===== config.mk =====
export PLATFORM = sky130hd
export DESIGN_NAME = spi_fsm
export DESIGN_NICKNAME = d
export VERILOG_FILES = /design/src/rtl/spi_fsm_pkg.sv /design/src/rtl/spi_fsm_bit_counter.sv /design/src/rtl/spi_fsm.sv
export SDC_FILE = /design/constraint.sdc
export NUM_CORES = 1
export LEC_CHECK = 0
export BUFFER_PORTS_ARGS = -buffer_cell sky130_fd_sc_hd__buf_2
export CAP_MARGIN = 20
export CORE_AREA = 2 2 39 41
export CTS_CLUSTER_DIAMETER = 120
export DETAILED_ROUTE_END_ITERATION = 12
export DIE_AREA = 0 0 41 43
export PLACE_DENSITY_LB_ADDON = 0.05
export SLEW_MARGIN = 20
export SYNTH_ARGS = -nofsm -noshare
export SYNTH_HDL_FRONTEND = slang
export SYNTH_SLANG_ARGS = --single-unit

===== constraint.sdc =====
create_clock -name clk -period 1.35 [get_ports clk]
set_input_delay 0.0675 -clock clk [delete_from_list [all_inputs] [get_ports clk]]
set_output_delay 0.0675 -clock clk [all_outputs]
set_load 0.1 [all_outputs]

===== src/rtl/spi_fsm_pkg.sv =====
// spi_fsm_pkg: frame constants and state encoding shared by the SPI slave controller
package spi_fsm_pkg;

    localparam int SPI_FRAME_BITS = 8;
    localparam int RW_BIT_INDEX   = 0;

    typedef enum logic [2:0] {
        IDLE        = 3'd0,
        GET_ADDR    = 3'd1,
        LATCH_ADDR  = 3'd2,
        READ_LOAD   = 3'd3,
        READ_SHIFT  = 3'd4,
        WRITE_GET   = 3'd5,
        WRITE_STORE = 3'd6,
        DONE        = 3'd7
    } spiState;

endpackage


===== src/rtl/spi_fsm_bit_counter.sv =====
// bit_counter: counts conditioned SCLK edges up to width and holds there
module bit_counter
    import spi_fsm_pkg::*;
#(
    parameter int width    = SPI_FRAME_BITS,
    parameter int cntWidth = 4
) (
    input  logic clk,
    input  logic reset_n,
    input  logic clear,
    input  logic inc,
    output logic done
);

    logic [cntWidth-1:0] count;

    always_ff @(posedge clk or negedge reset_n) begin
        if (!reset_n) count <= '0;
        else if (clear) count <= '0;
        else if (inc && !done) count <= count + 1'b1;
    end

    assign done = count == cntWidth'(width);

endmodule


===== src/rtl/spi_fsm.sv =====
// spi_fsm: per-CS-window transaction controller (address + R/W, then one data byte)
module spi_fsm
    import spi_fsm_pkg::*;
#(
    parameter int width    = SPI_FRAME_BITS,
    parameter int cntWidth = 4
) (
    input  logic             clk,
    input  logic             reset_n,
    input  logic             csConditioned,
    input  logic             sclkPosEdge,
    input  logic [width-1:0] shiftRegOut,
    output logic             addrWe,
    output logic             srWe,
    output logic             dmWe,
    output logic             misoBufe
);

    spiState state, nextState;
    logic cntClear, cntInc, cntDone;
    logic unusedSr;

    assign unusedSr = ^shiftRegOut;

    bit_counter #(.width(width), .cntWidth(cntWidth)) counter (
        .clk    (clk),
        .reset_n(reset_n),
        .clear  (cntClear),
        .inc    (cntInc),
        .done   (cntDone)
    );

    always_ff @(posedge clk or negedge reset_n) begin
        if (!reset_n) state <= IDLE;
        else state <= nextState;
    end

    always_comb begin
        nextState = state;
        cntClear  = 1'b0;
        cntInc    = 1'b0;
        case (state)
            IDLE: begin
                cntClear  = 1'b1;
                nextState = GET_ADDR;
            end
            GET_ADDR: begin
                cntInc    = sclkPosEdge;
                nextState = cntDone ? LATCH_ADDR : GET_ADDR;
            end
            LATCH_ADDR: begin
                cntClear  = 1'b1;
                nextState = shiftRegOut[RW_BIT_INDEX] ? READ_LOAD : WRITE_GET;
            end
            READ_LOAD: nextState = READ_SHIFT;
            READ_SHIFT: begin
                cntInc    = sclkPosEdge;
                nextState = cntDone ? DONE : READ_SHIFT;
            end
            WRITE_GET: begin
                cntInc    = sclkPosEdge;
                nextState = cntDone ? WRITE_STORE : WRITE_GET;
            end
            WRITE_STORE: nextState = DONE;
            default: nextState = DONE;
        endcase
        // CS high aborts from anywhere, beating a coincident SCLK edge
        if (csConditioned) begin
            nextState = IDLE;
            cntClear  = 1'b1;
            cntInc    = 1'b0;
        end
    end

    assign addrWe   = state == LATCH_ADDR;
    assign srWe     = state == READ_LOAD;
    assign dmWe     = state == WRITE_STORE;
    assign misoBufe = state == READ_SHIFT;

endmodule


==> impl_metrics.py <==
metrics = {
    "cells_and_area": {
        "design_area_sq_um": 771,
        "fillCellCount": 127,
        "utilization_pct": 55.7,
        "nNetsFinal": 87,
        "final_common_cell": "sky130_fd_sc_hd__buf_4",
        "most-common-layout-cells": "11 x sky130_fd_sc_hd__buf_4, 6 x sky130_fd_sc_hd__dfrtp_1",
        "flow.area_growth_from_synthesis_pct": 71.6,
        "post_route_cells_drive_above_1_share_pct": 54.2,
        "antenna-diode-count": 0,
    },
    "detailed_routing": {
        "drc_viols": 0,
        "starting_drc_count_in_detailed_routing": 2,
        "postRouteWirelength_microns": 1170,
        "route.detailed.vias_per_inst": 5.09,
        "drtPass1Iterations": 4,
        "wire_per_inst_microns": 13.3,
        "num_vias": 448,
        "drt.antenna.violating_nets": 0,
    },
    "run_status": {
        "run_status": "finished clean",
    },
    "die": {
        "die_area_sq_mm": 0.00176,
        "horizontal_extent_of_the_die_microns": 41,
        "pin_count": 16,
        "core_sq_mm": 0.00138,
        "die_h_microns": 43,
        "placementRows": 14,
        "start_util_pct": 32.5,
    },
    "logic_synthesis": {
        "synthCells": 46,
        "yosysWarningCount": 0,
        "synth.ff_latch_count": 7,
        "syn-mean-instance-area_sq_um": 9.76,
        "synth_top_cells_by_area": "sky130_fd_sc_hd__dfrtp_1 39%, sky130_fd_sc_hd__mux2i_1 8.9%, sky130_fd_sc_hd__nand3b_1 6.7%",
        "synth.net_count": 60,
        "post-synth-top-area-cell": "sky130_fd_sc_hd__dfrtp_1",
        "synth.cell_area_sq_um": 449,
        "yosys.area.top_type_share_pct": 39.0,
        "synth_cell_types": 26,
        "sequential_share_of_the_synthesized_area_pct": 39.0,
    },
    "clocking": {
        "htreeDepth": 1,
        "tritoncts": "yes",
        "clock_latency_ps": 250,
        "path_clk_slew_ps": 60,
        "clock_sink_count": 7,
        "clock-root-buffer": "sky130_fd_sc_hd__clkbuf_4",
        "cts_buffers": 3,
        "clk_path_buf_depth": 2,
    },
    "power_and_ir_drop": {
        "power.switching_w": 0.000114,
        "static-leakage-power_nw": 0.345,
        "internal_power_w": 0.000360,
        "vdd.ir_drop.worst_v": 0.000335,
        "powerDensity_mw_per_mm2": 615,
        "p_clk_share_pct": 41.2,
        "reg_power_share_pct": 45.5,
        "netSwitchingFraction_pct": 24.1,
        "combinationalPowerShare_pct": 13.3,
    },
    "timing": {
        "finalHoldViolCount": 0,
        "fin_crit_ps": 1330,
        "worst_pin_slew_ps": 227,
        "timing.final.crit_share_pct": 98.8,
        "timing.max_slew.rel_slack_pct": 84.7,
        "timing.clock.skew_ps": 6.01,
        "unrepaired_setup_endpoints_after_global_routing": "true",
        "fmaxAchievable_ghz": 0.750,
        "timing.final.max_slew_violations": 0,
        "finalSetupViolCount": 0,
    },
    "flow_run": {
        "drv_cap": 0,
    },
    "place": {
        "place_area_sq_um": 642,
        "final_wtd_congestion": 0.724,
        "dp.final_hpwl_microns": 859,
        "port_buffers": 8,
    },
    "critical_path": {
        "data_arrival_time_at_the_worst_slack_endpoint_ps": 1520,
        "worst_path_max_delay_cell": "sky130_fd_sc_hd__or4_1",
        "timing.critical_path.to_type": "flop",
        "critical-path-max-stage-delay_ps": 480,
        "cp-start-kind": "flop",
        "crit_path_cell_trace": "or2b_1 -> or4_1 -> a21boi_1",
        "critPathMaxFanout": 2,
        "critical_path_type": "flop to flop",
        "timing.critical_path.required_ps": 1530,
    },
    "worst_hold_path": {
        "hold_path_class": "input pin to flop",
    },
    "grt": {
        "globalRouteOverflowTotal": 0,
        "track_usage_pct": 15.3,
        "grt_most_used_layer": "met2",
        "globalRouteMet3Util_pct": 5.24,
        "first_pass_grt_wire_length_microns": 1780,
        "grt_util_met1_pct": 19.1,
        "pin_count_of_the_biggest_net_entering_global_routing": 11,
        "globalRouteMet2Util_pct": 21.6,
        "antenna_found_initial": 0,
        "number_of_global_route_vias_before_repair": 421,
    },
}
## worst max-delay path, delay by kind of cell (launching register included)
family	cells	cell delay (ps)
AO/OA/AOI/OAI	1	130
flip-flops	1	400
AND/OR/NAND/NOR	2	730
## cells by family after synthesis
family / synth area share [%]
DFF: 39.0
AOI/OAI and AO/OA: 12.3
buffers and inverters: 4.18
and+or+nand+nor: 30.1
muxes: 8.91
adders and majority gates: 5.57
## stage by stage
stage	hold slack, ps	TNS (ps)	total power, W	setup slack, ps	std cells
3_5_place_dp	-89.9	0	0.000266	9.24	77
5_1_grt	41.7	-103	0.000496	-52.2	88
4_1_cts	26.8	0	0.000469	2.32	82
2_1_floorplan	-228	-511	0.000241	-415	46
3_3_place_gp	-91.4	0	0.000264	35.5	77
6_report	39.9	0	0.000474	16.2	88
## repair_timing
item                       CTS  global route
setup endpoints to repair    2             8
pin swaps                    2             6
hold endpoints to repair     7             0
setup buffers                0             6
hold buffers                 1             0
gates resized for setup      2            12
## flip-flops by register name, summed over array words and instances (netlist names)
signal / flops
counter.count: 4
state: 3
## path summary, 6_finish.rpt
kind	from	end	slack, ps	cells past startpoint
hold reg to reg	state[2]$_DFF_PN0_	state[2]$_DFF_PN0_	570	2
min in group asynchronous	reset_n	counter.count[0]$_DFFE_PN0P_	180	2
setup reg to reg	state[1]$_DFF_PN0_	counter.count[3]$_DFFE_PN0P_	20	3
max in group asynchronous	reset_n	state[2]$_DFF_PN0_	990	2
setup / recovery	state[1]$_DFF_PN0_	counter.count[3]$_DFFE_PN0P_	20	3
hold / removal	csConditioned	state[0]$_DFF_PN0_	40	2
## layer usage
layer  up-vias  part of all wire [%]  routed length, microns
met5         -                     0                       0
met4         0                  0.68                       8
met3         2                   4.4                      52
met2        14                    53                     620
met1       214                    42                     491
li1        218                     -                       -
## final cells by class
type / count / area [sq um] / area share [%]
flip-flops and latches: 7 / 176 / 22.9
clock buffers: 4 / 26.3 / 3.41
multi-input cells: 35 / 303 / 39.3
repair buffers: 24 / 238 / 30.8
inverters: 2 / 7.51 / 0.974
well taps: 16 / 20.0 / 2.60
## power by group through the flow
stage / clock (W) / combinational (W) / sequential, W
floorplan: 0 / 0.0000232 / 0.000218
global placement: 0 / 0.0000459 / 0.000218
detailed placement: 0 / 0.0000479 / 0.000218
CTS: 0.000202 / 0.0000517 / 0.000215
global route: 0.000211 / 0.0000688 / 0.000216
finish: 0.000196 / 0.0000632 / 0.000216
## Yosys cell counts
cell type / instances
sky130_fd_sc_hd__a21boi_1: 1
sky130_fd_sc_hd__a21oi_1: 2
sky130_fd_sc_hd__a221oi_1: 1
sky130_fd_sc_hd__a31oi_1: 1
sky130_fd_sc_hd__and2_2: 1
sky130_fd_sc_hd__and3b_1: 1
sky130_fd_sc_hd__and3b_2: 2
sky130_fd_sc_hd__buf_4: 1
sky130_fd_sc_hd__clkbuf_1: 1
sky130_fd_sc_hd__dfrtp_1: 7
sky130_fd_sc_hd__ha_1: 2
sky130_fd_sc_hd__inv_1: 2
sky130_fd_sc_hd__mux2i_1: 4
sky130_fd_sc_hd__nand2_1: 4
sky130_fd_sc_hd__nand2b_1: 1
sky130_fd_sc_hd__nand3_1: 1
sky130_fd_sc_hd__nand3b_1: 4
sky130_fd_sc_hd__nor2_1: 1
sky130_fd_sc_hd__nor2_2: 1
sky130_fd_sc_hd__nor3_1: 2
sky130_fd_sc_hd__nor3b_1: 1
sky130_fd_sc_hd__o21ai_0: 1
sky130_fd_sc_hd__o21ba_2: 1
sky130_fd_sc_hd__o31ai_1: 1
sky130_fd_sc_hd__or2b_1: 1
sky130_fd_sc_hd__or4_1: 1
No activity file was read; power rests on OpenSTA's default activity.
